--- src/rtl/vr_cap_conditioner.sv ---
// VR/crank capture conditioner: synchronise, glitch-filter, and time rising edges
// to give hwag a clean level, a per-tooth strobe and the measured tooth period.
module vr_cap_conditioner #(
    parameter int SYNC_STAGES = 2,
    parameter int FILT_W      = 8,
    parameter int PER_W       = 24
) (
    input  logic              clk,
    input  logic              rst,
    input  logic              cap_in,
    input  logic [FILT_W-1:0] filt_len,
    input  logic [PER_W-1:0]  min_per,
    input  logic [PER_W-1:0]  max_per,
    output logic              cap_out,
    output logic              cap_stb,
    output logic [PER_W-1:0]  cap_per,
    output logic              cap_rej,
    output logic              cap_stall
);

    typedef enum logic [1:0] {
        IDLE,
        SYNC,
        RUN
    } state_t;

    state_t state_q, state_d;

    logic [SYNC_STAGES-1:0] sync_q;
    logic                   s;
    logic [FILT_W-1:0]      filt_cnt;
    logic                   filt_done;
    logic                   rise;

    logic [PER_W-1:0]       per_cnt, per_cnt_d;
    logic [PER_W:0]         per_inc;
    logic [PER_W-1:0]       per_sat;
    logic                   at_max;
    logic                   too_short;

    logic                   stb_d;
    logic                   rej_d;
    logic [PER_W-1:0]       per_d;
    logic                   stall_d;

    // NOTE: sequential state is always assigned with <= so every flop samples
    // the pre-edge values of its neighbours, independent of block ordering.
    always_ff @(posedge clk or negedge rst) begin
        if (!rst) begin
            sync_q <= '0;
        end else begin
            sync_q <= {sync_q[SYNC_STAGES-2:0], cap_in};
        end
    end

    assign s = sync_q[SYNC_STAGES-1];

    // A new level is adopted only after filt_len+1 consecutive differing samples.
    assign filt_done = (s != cap_out) && (filt_cnt == filt_len);
    assign rise      = filt_done && s;

    always_ff @(posedge clk or negedge rst) begin
        if (!rst) begin
            cap_out  <= 1'b0;
            filt_cnt <= '0;
        end else if (s == cap_out) begin
            filt_cnt <= '0;
        end else if (filt_done) begin
            cap_out  <= s;
            filt_cnt <= '0;
        end else begin
            filt_cnt <= filt_cnt + FILT_W'(1);
        end
    end

    // Period arithmetic is one bit wider so per_cnt+1 can never wrap.
    assign per_inc   = {1'b0, per_cnt} + (PER_W + 1)'(1);
    assign at_max    = (per_cnt >= max_per);
    assign too_short = (per_inc < {1'b0, min_per});
    assign per_sat   = at_max ? max_per : per_inc[PER_W-1:0];

    always_ff @(posedge clk or negedge rst) begin
        if (!rst) begin
            state_q <= IDLE;
        end else begin
            state_q <= state_d;
        end
    end

    // NOTE: every signal driven here gets a default first, so no path through
    // the case statement can leave one unassigned and infer a latch.
    always_comb begin
        state_d   = state_q;
        per_cnt_d = per_sat;
        stb_d     = 1'b0;
        rej_d     = 1'b0;
        per_d     = cap_per;
        stall_d   = cap_stall;

        case (state_q)
            IDLE: begin
                if (rise) begin
                    state_d   = SYNC;
                    per_cnt_d = '0;
                end
            end
            SYNC, RUN: begin
                if (at_max) begin
                    // Timeout wins over a coincident edge: restart sync from it.
                    stall_d = 1'b1;
                    if (rise) begin
                        state_d   = SYNC;
                        per_cnt_d = '0;
                    end else begin
                        state_d   = IDLE;
                        per_cnt_d = max_per;
                    end
                end else if (rise) begin
                    if (too_short) begin
                        rej_d = 1'b1;
                    end else begin
                        stb_d     = 1'b1;
                        per_d     = per_inc[PER_W-1:0];
                        per_cnt_d = '0;
                        state_d   = RUN;
                        stall_d   = 1'b0;
                    end
                end
            end
            default: begin
                state_d = IDLE;
            end
        endcase
    end

    always_ff @(posedge clk or negedge rst) begin
        if (!rst) begin
            per_cnt   <= '0;
            cap_stb   <= 1'b0;
            cap_rej   <= 1'b0;
            cap_per   <= '0;
            cap_stall <= 1'b1;
        end else begin
            per_cnt   <= per_cnt_d;
            cap_stb   <= stb_d;
            cap_rej   <= rej_d;
            cap_per   <= per_d;
            cap_stall <= stall_d;
        end
    end

endmodule

--- config.mk ---
export PLATFORM = sky130hd
export DESIGN_NAME = vr_cap_conditioner
export DESIGN_NICKNAME = d
export VERILOG_FILES = /design/src/rtl/vr_cap_conditioner.sv
export SDC_FILE = /design/constraint.sdc
export NUM_CORES = 1
export LEC_CHECK = 0
export CELL_PAD_IN_SITES_DETAIL_PLACEMENT = 1
export CELL_PAD_IN_SITES_GLOBAL_PLACEMENT = 1
export CORE_MARGIN = 5
export CORE_UTILIZATION = 40
export CTS_CLUSTER_DIAMETER = 40
export DETAILED_ROUTE_END_ITERATION = 7
export PLACE_DENSITY_LB_ADDON = 0.12
export SKIP_LAST_GASP = 1
export SYNTH_ARGS = -nofsm -noshare
export SYNTH_HDL_FRONTEND = slang
export SYNTH_SLANG_ARGS = --single-unit
--- constraint.sdc ---
create_clock -name clk -period 5.22 [get_ports clk]
set_input_delay 1.044 -clock clk [delete_from_list [all_inputs] [get_ports clk]]
set_output_delay 1.044 -clock clk [all_outputs]
set_load 0.02 [all_outputs]
After elaboration in Yosys (flattened, before gate mapping). Cells that the tools add are included.

Logic and storage cells: 60. Output and inout port bits: 28. Input port bits: 59. Register bits: 64.

Bitwise operators: 3. Equality and inequality tests: 9. Order comparisons: 2. Add/subtract/negate cells: 2. Reduce and logical (&&, ||, !) cells: 9. Multiplexer cells: 26.

Operators by type and width (count): two-way mux 24 bit (6); case mux 24 bit (2 select lines) (1); adder 24 x 1 -> 25 bit, second input constant (1); < comparator 25 x 24 -> 1 bit (1); >= comparator 24 bit (1); two-way mux 8 bit (2); two-way mux 1 bit (12); adder 8 x 1 -> 8 bit, second input constant (1); equality test 8 bit (1); two-way mux 2 bit (4); inequality test 3 bit, second input constant (2); AND reduction 3 bit (2); inequality test 2 bit, second input constant (2); case mux 2 bit (2 select lines) (1); AND reduction 4 bit (1); inverter 1 bit (3); equality test 2 x 1 -> 1 bit, second input constant (1); equality test 2 bit, second input constant (1); logical AND 1 bit (2); logical NOT 2 bit (1); AND reduction 2 bit (1); nonzero test 2 bit (1); OR reduction 2 bit (1); equality test 1 bit (1); inequality test 1 bit (1).

Depth between registers and ports, before layout. Gate-level depths: netlist of run 1.

Depth after elaboration: 6. Depth in mapped cells: 16.

Worst setup path before layout of run 1. No wires, ideal clock.

Path kind: register to register. From: register per_cnt[2]. To: register cap_per[0]. Buffers on the path: 2. Stages on the path, launching flop included: 16. Path slack: 1382 ps. Period minus slack after synthesis: 3838 ps. Arrival: 3712 ps. Cell sequence: dfrtp_1 nand3_4 nor4_1 nand2_1 nor3_1 xor2_1 ha_1 nand3_1 nor4_1 nand2_1 and3_1 and3_1 buf_6 nor4b_4 buf_6 mux2_4.

Longest elaborated chain between the ends: 4. Elaborated cells between the ends (all ways): 6.

RTL lines: start: declaration (line 35) `logic [PER_W-1:0] per_cnt, per_cnt_d;`; start signal: assignment (line 144) `per_cnt <= per_cnt_d;`; adder 24 x 1 -> 25 bit (line 77) `assign per_inc = {1'b0, per_cnt} + (PER_W + 1)'(1);`; named net per_inc[21] (line 36) `logic [PER_W:0] per_inc;`; < comparator 25 x 24 -> 1 bit (line 79) `assign too_short = (per_inc < {1'b0, min_per});`; inverter 1 bit (no source line); AND reduction 4 bit (no source line); end signal: assignment (line 147) `cap_per <= per_d;`; end: declaration (line 16) `output logic [PER_W-1:0] cap_per,`.

The timed path passes the listed nets, and every way through them passes these cells. A chain may end at the register's enable or synchronous reset.

Final worst setup path of run 1.
From: register per_cnt[0]. To: register cap_per[23].

Same word-level chain as after synthesis.

==> run_results.csv, run 1 <==
group,metric,value,unit
run_status,status,"completed",
sta,clock-skew-final,8.54,ps
worst_setup_path,critPathRequiredTime,5470,ps
global_route,grtUsageMet2,35.5,%
global_route,track_usage,20.2,%
cts,max-clock-path-buffers,2,
sta,max_freq,244,MHz
sta,timing.final.crit_share,78.6,%
cts,root_buffer_cell,"sky130_fd_sc_hd__clkbuf_8",
layout,design_area,5710,µm²
synth,synth_area_leader_cell,"sky130_fd_sc_hd__dfrtp_1",
drt,drc,0,
floorplan,pin_count,87,
global_route,grtUsageMet1,24.3,%
synth,async_flop_share,100,%
cts,cts.repair.resized,0,
sta,timing_max_transition_violations_final,0,
synth,ys_warn_count,0,
layout,area_growth,28.5,%
synth,synthDominantCellAreaShare,35.5,%
worst_setup_path,setup.worst_path.start_class,"flop",
sta,finalSetupViolations,0,
drt,drt_pre_antenna_iters,4,
global_route,grt_busiest_layer,"met2",
power,power.static_leakage,2.74,nW
hold_path,min_path_type,"reg2reg",
layout,nFillCells,1232,
global_route,grt_overflow,0,
layout,diodes,0,
run,cap_viol_max_count,0,
drt,wl_per_cell,18.4,µm
drt,viasPerCell,5.32,
synth,synthMostInstantiatedCell,"sky130_fd_sc_hd__dfrtp_1",
cts,htreeDepth,3,
layout,final_net_count,653,
power,power_consumption,0.00236,W
global_route,grt_pass1_wl,20.8,mm
layout,drive_above_1_share,11.1,%
place,cell_area_after_placement,5490,µm²
worst_setup_path,timing_worst_setup_path_type,"reg2reg",
cts,clock_tree_from_tritoncts,"done",
cts,cts_post_setup_buffers_inserted,0,
synth,synth-seq-cells,64,
place,numPortBuffers,86,
place,place.detailed.instances,672,
sta,number_of_failing_hold_endpoints_at_the_final_stage,0,
drt,drt_first_iter_violations,75,
layout,finalCoreUtilization,52.7,%
synth,synth_top_cells_by_area,"sky130_fd_sc_hd__dfrtp_1, sky130_fd_sc_hd__ha_1, sky130_fd_sc_hd__mux2_4",
global_route,use_met3,3.37,%
floorplan,core_region_area,10800,µm²
place,dp_hpwl,9.80,mm
floorplan,die_w,115,µm
synth,synth_enable_flop_cells,0,
sta,timing.setup.tns,0,ps
cts,post_cts_hold_buffer_count,0,
synth,syn_inst,447,
layout,fin_cells,688,
drt,routed_wirelength,12.6,mm
cts,cts_made_buffers,9,
floorplan,die-area,13300,µm²
floorplan,rows,38,
global_route,grt_start_max_net_pins,34,
worst_setup_path,crit_path_max_fanout,13,
floorplan,initial_util,41.0,%
drt,antenna_nets_post_route,0,
global_route,first_global_vias,4162,
sta,worst_slew_pin_slew,808,ps
floorplan,die_height,115,µm
synth,synth_sequential_area_ratio,36.1,%
drt,num_vias,3657,
worst_setup_path,critPathArrivalTime,4350,ps
synth,post_synth_most_frequent_cells,"sky130_fd_sc_hd__dfrtp_1, sky130_fd_sc_hd__inv_1, sky130_fd_sc_hd__ha_1",
place,gp_routability_congestion,0.826,
synth,syn-num-nets,557,
synth,post_synth_instance_area,4440,µm²
cts,clk_transition_reported_paths,80,ps
worst_setup_path,timing.critical_path.to_type,"flop",
cts,worst_skew_pair.late_latency,360,ps
synth,synthFlopType,"sky130_fd_sc_hd__dfrtp_1",
power,peakVddDrop,0.160,mV
synth,netlist-cell-type-count,46,
sta,timing.max_slew.rel_slack,46.1,%
cts,cts.sink_count,64,
sta,period_minus_slack,4100,ps
global_route,grt_antenna_before_repair,0,
power,power_density,414,nW/µm²
synth,postSynthAreaPerCell,9.94,µm²
sta,setup_repair_after_global_routing_missed_its_margin,"no",
## critical path, cell delays in order, from the launching register on
cell and delay, ps:
sky130_fd_sc_hd__dfrtp_1 440, sky130_fd_sc_hd__ha_1 240, sky130_fd_sc_hd__nand2_1 130, sky130_fd_sc_hd__nor3_4 360, sky130_fd_sc_hd__nand2_2 170, sky130_fd_sc_hd__nor2_1 160
sky130_fd_sc_hd__xnor2_1 140, sky130_fd_sc_hd__ha_1 320, sky130_fd_sc_hd__nand2_1 110, sky130_fd_sc_hd__nor3_1 290, sky130_fd_sc_hd__o21ai_0 190, sky130_fd_sc_hd__and3_1 230
sky130_fd_sc_hd__and3_1 270, sky130_fd_sc_hd__nor4b_4 260, sky130_fd_sc_hd__buf_4 330, sky130_fd_sc_hd__mux2_4 340
## layout by cell type (no fill, tap or decap), types with 2 or more instances in the layout
cell,count
sky130_fd_sc_hd__and3_1,5
sky130_fd_sc_hd__nand3_1,18
sky130_fd_sc_hd__a2111oi_0,3
sky130_fd_sc_hd__buf_4,10
sky130_fd_sc_hd__ha_1,51
sky130_fd_sc_hd__or3_1,3
sky130_fd_sc_hd__mux2i_1,24
sky130_fd_sc_hd__clkinv_2,2
sky130_fd_sc_hd__xor2_1,12
sky130_fd_sc_hd__o211ai_1,3
sky130_fd_sc_hd__nor4_1,3
sky130_fd_sc_hd__a211oi_2,2
sky130_fd_sc_hd__a21o_1,2
sky130_fd_sc_hd__xnor2_1,25
sky130_fd_sc_hd__nand2_1,24
sky130_fd_sc_hd__o21ai_0,9
sky130_fd_sc_hd__mux2_2,6
sky130_fd_sc_hd__nor2_1,21
sky130_fd_sc_hd__inv_1,58
sky130_fd_sc_hd__a21oi_1,15
sky130_fd_sc_hd__clkdlybuf4s50_1,85
sky130_fd_sc_hd__dfrtp_1,63
sky130_fd_sc_hd__nand4_1,15
sky130_fd_sc_hd__nor3_1,32
sky130_fd_sc_hd__a211oi_1,3
sky130_fd_sc_hd__bufinv_16,2
sky130_fd_sc_hd__clkbuf_8,9
sky130_fd_sc_hd__mux2_4,19
## routing by layer
layer	part of all wire, %	wire length (µm)
met2	51	6470
met5	0	0
met1	42	5340
met4	2.4	301
met3	4.1	519
## path summary, 6_finish.rpt
kind / endpoint / start / depth (start not counted) / slack, ps
worst max-delay path: cap_per[23]$_DFFE_PN0P_ / per_cnt[0]$_DFF_PN0_ / 15 / 1120
worst min-delay path: sync_q[1]$_DFF_PN0_ / sync_q[0]$_DFF_PN0_ / 0 / 360
worst max register to register: cap_per[23]$_DFFE_PN0P_ / per_cnt[0]$_DFF_PN0_ / 15 / 1120
worst min register to register: sync_q[1]$_DFF_PN0_ / sync_q[0]$_DFF_PN0_ / 0 / 360
max in group asynchronous: cap_stall$_DFFE_PN1P_ / rst / 2 / 3480
min in group asynchronous: cap_per[20]$_DFFE_PN0P_ / rst / 1 / 760
## layout make-up
class | instances | area, µm² | area share, %
Clock buffer | 9 | 124 | 2.17
Clock inverter | 7 | 95.1 | 1.67
Inverter | 58 | 218 | 3.81
Multi-Input combinational cell | 314 | 2560 | 44.9
Sequential cell | 64 | 1600 | 28.1
Tap cell | 140 | 175 | 3.07
Timing Repair Buffer | 96 | 931 | 16.3
## power by group
group,internal (W),switching (W)
combinational,0.000489,0.000629
sequential,0.000610,0.000145
clock,0.000269,0.000222
## stage by stage
stage | hold slack (ps) | setup WS (ps)
detailed placement | 341 | 813
finish | 360 | 1120
global route | 363 | 802
CTS | 362 | 1120
floorplan | 331 | 1380
global placement | 338 | 856
## registers in the layout, summed over array words and instances, names as in the netlist
register,count
filt_cnt,8
per_cnt,24
state_q,2
sync_q,2
cap_out,1
cap_stall,1
cap_rej,1
cap_stb,1
cap_per,24
## cell families (layout without fill, tap and decap cells)
kind of cell / Yosys count / in the layout / share of synthesized area [%]
xor+xnor: 37 / 37 / 7.30
compound gates: 45 / 45 / 6.59
flops: 64 / 64 / 36.1
mux: 49 / 49 / 13.4
simple gates: 132 / 132 / 15.8
fa+ha+maj: 51 / 51 / 14.4
buf+inv: 69 / 170 / 6.51
No activity file was read; power rests on OpenSTA's default activity.
==> inputs of run 2 (changes only) <==
==> constraint.sdc (replaced) <==
create_clock -name clk -period 4.1 [get_ports clk]
set_input_delay 0.82 -clock clk [delete_from_list [all_inputs] [get_ports clk]]
set_output_delay 0.82 -clock clk [all_outputs]
set_load 0.02 [all_outputs]
==> run_results.csv, run 2 (synthesized netlist as in run 1, its figures left out) <==
group,metric,value,unit
run_status,status,"completed",
place,detailedPlace.worstSlack,29.5,ps
floorplan,rows,38,
sta,clock-skew-final,8.45,ps
sta,timing.final.ws_setup,210,ps
drt,drt_pre_antenna_iters,4,
floorplan,pin_count,87,
drt,wl_per_cell,18.8,µm
layout,final_common_cell,"sky130_fd_sc_hd__clkdlybuf4s50_1",
floorplan,die-area,13300,µm²
place,numPortBuffers,86,
power,p_switching,0.00135,W
power,power_density,528,nW/µm²
layout,area_growth,36.3,%
layout,final_cell_mix,"sky130_fd_sc_hd__clkdlybuf4s50_1, sky130_fd_sc_hd__dfrtp_1, sky130_fd_sc_hd__inv_1, sky130_fd_sc_hd__ha_1, sky130_fd_sc_hd__buf_4",
worst_setup_path,critPathRequiredTime,4350,ps
global_route,first_global_vias,4269,
sta,timing_max_transition_violations_final,0,
cts,max-clock-path-buffers,2,
worst_setup_path,critPathArrivalTime,4130,ps
cts,cts_made_buffers,9,
cts,clock_tree_from_tritoncts,"done",
global_route,grt_pass1_wl,21.8,mm
cts,htreeDepth,3,
sta,timing.max_slew.rel_slack,41.3,%
cts,clk_transition_reported_paths,80,ps
sta,period_minus_slack,3890,ps
global_route,grt_antenna_before_repair,0,
layout,largestRegisters,"cap_per x24, per_cnt x24, filt_cnt x8",
drt,antenna_nets_post_route,0,
cts,root_buffer_cell,"sky130_fd_sc_hd__clkbuf_8",
drt,viasPerCell,5.24,
sta,number_of_failing_hold_endpoints_at_the_final_stage,0,
worst_setup_path,setup.worst_path.start_class,"flop",
layout,fin_cells,719,
global_route,grt_start_max_net_pins,65,
run,cap_viol_max_count,0,
cts,worst_skew_pair.late_latency,360,ps
sta,max_freq,257,MHz
power,clkPwrFrac,16.2,%
layout,drive_above_1_share,18.0,%
worst_setup_path,crit_buf_inv,4,
drt,routed_wirelength,13.5,mm
place,gp_routability_congestion,0.811,
worst_setup_path,critPathMostFrequentCell,"sky130_fd_sc_hd__nand4_1",
global_route,grt_overflow,0,
place,place.detailed.instances,691,
worst_setup_path,crit_chain,"nand4_1, buf_4, nor3_4, nand4_1, xnor2_2, ha_1, nand4_1, nor4_2, buf_4, o211ai_1, and3_4, nor4b_4, buf_6, clkbuf_16, mux2_4",
drt,drc,0,
worst_setup_path,maximum_single_stage_delay_on_the_critical_path,420,ps
power,netSwitchingFraction,42.2,%
floorplan,die_height,115,µm
place,dp_hpwl,9.98,mm
floorplan,initial_util,41.0,%
drt,drt_first_iter_violations,104,
layout,final_net_count,684,
floorplan,core_region_area,10800,µm²
drt,num_vias,3767,
hold_path,min_path_type,"reg2reg",
sta,finalSetupViolations,0,
power,power.static_leakage,2.91,nW
power,comb_power_share,53.9,%
floorplan,die_w,115,µm
layout,finalCoreUtilization,55.9,%
layout,diodes,0,
global_route,track_usage,21.1,%
power,power.share.sequential,30.0,%
worst_setup_path,slowest_stage_cell_crit_path,"sky130_fd_sc_hd__dfrtp_2",
power,peakVddDrop,0.200,mV
cts,cts.sink_count,64,
worst_setup_path,cell_family_with_most_cp_delay,"simple AND/OR/NAND/NOR gates",
worst_setup_path,timing.critical_path.to_type,"flop",
sta,worst_slew_pin_slew,881,ps
power,internal_power,0.00185,W
worst_setup_path,timing_worst_setup_path_type,"reg2reg",
sta,timing.final.crit_share,94.9,%
cts,post_cts_hold_buffer_count,0,
worst_setup_path,crit_path_max_fanout,6,
-- run 2: changes by cell type in the layout (fill, tap and decap cells not counted), moves of 3 or more --
cell | before | now
sky130_fd_sc_hd__nor3_2 | 0 | 3
sky130_fd_sc_hd__buf_12 | 0 | 3
sky130_fd_sc_hd__buf_4 | 10 | 35
sky130_fd_sc_hd__nor3_1 | 32 | 29
-- run 2: final cells by class --
type	count	area (µm²)
Inverter	58	218
Clock buffer	13	159
Sequential cell	64	1610
Timing Repair Buffer	127	1240
Multi-Input combinational cell	314	2640
Tap cell	140	175
Fill cell	1220	4790
Clock inverter	3	17.5
-- run 2: timing repair --
action	CTS	global route
hold endpoints to repair	0	0
cloned	0	2
setup endpoints to repair	13	51
buffers inserted	1	9
resized for setup	3	15
pin swaps	1	8
-- run 2: through the flow --
step                      total power (W)  area [µm²]  setup TNS, ps  hold WS, ps
after floorplan                   0.00195        4440              0          331
after global placement            0.00244        5670              0          339
after detailed placement          0.00254        5670              0          343
after CTS                         0.00308        5870              0          359
after global routing              0.00347        6050           -136          361
final                             0.00320        6050              0          358
-- run 2: power by group through the flow --
stage / combinational [W] / sequential (W) / clock [W]
final: 0.00172 / 0.000959 / 0.000517
after floorplan: 0.00102 / 0.000929 / 0
after CTS: 0.00161 / 0.000948 / 0.000528
after global placement: 0.00149 / 0.000951 / 0
after detailed placement: 0.00158 / 0.000959 / 0
after global routing: 0.00194 / 0.000980 / 0.000554
-- run 2: per-layer routing --
layer | GRT usage [%] | vias up | share of wire (%)
met5 | 0 | - | 0
met4 | 6.57 | 0 | 1.7
met3 | 3.47 | 16 | 3.4
met2 | 37.4 | 73 | 52
met1 | 26.1 | 1860 | 43
li1 | - | 1818 | -
-- run 2: worst paths after layout --
check	from	end	slack, ps	depth (start not counted)
setup / recovery	per_cnt[7]$_DFF_PN0_	cap_per[4]$_DFFE_PN0P_	210	15
hold reg to reg	sync_q[0]$_DFF_PN0_	sync_q[1]$_DFF_PN0_	360	0
min in group asynchronous	rst	cap_per[20]$_DFFE_PN0P_	630	2
max in group asynchronous	rst	per_cnt[0]$_DFF_PN0_	2800	2
hold / removal	sync_q[0]$_DFF_PN0_	sync_q[1]$_DFF_PN0_	360	0
setup reg to reg	per_cnt[7]$_DFF_PN0_	cap_per[4]$_DFFE_PN0P_	210	15
==> inputs of run 3 (changes only) <==
--- a/config.mk
+++ b/config.mk
@@ -11,6 +11,7 @@
 export CORE_UTILIZATION = 40
 export CTS_CLUSTER_DIAMETER = 40
 export DETAILED_ROUTE_END_ITERATION = 7
+export HOLD_SLACK_MARGIN = 0.03
 export PLACE_DENSITY_LB_ADDON = 0.12
 export SKIP_LAST_GASP = 1
 export SYNTH_ARGS = -nofsm -noshare
==> results of run 3 <==
No change in the layout: final DEF, timing and power equal those of run 2.
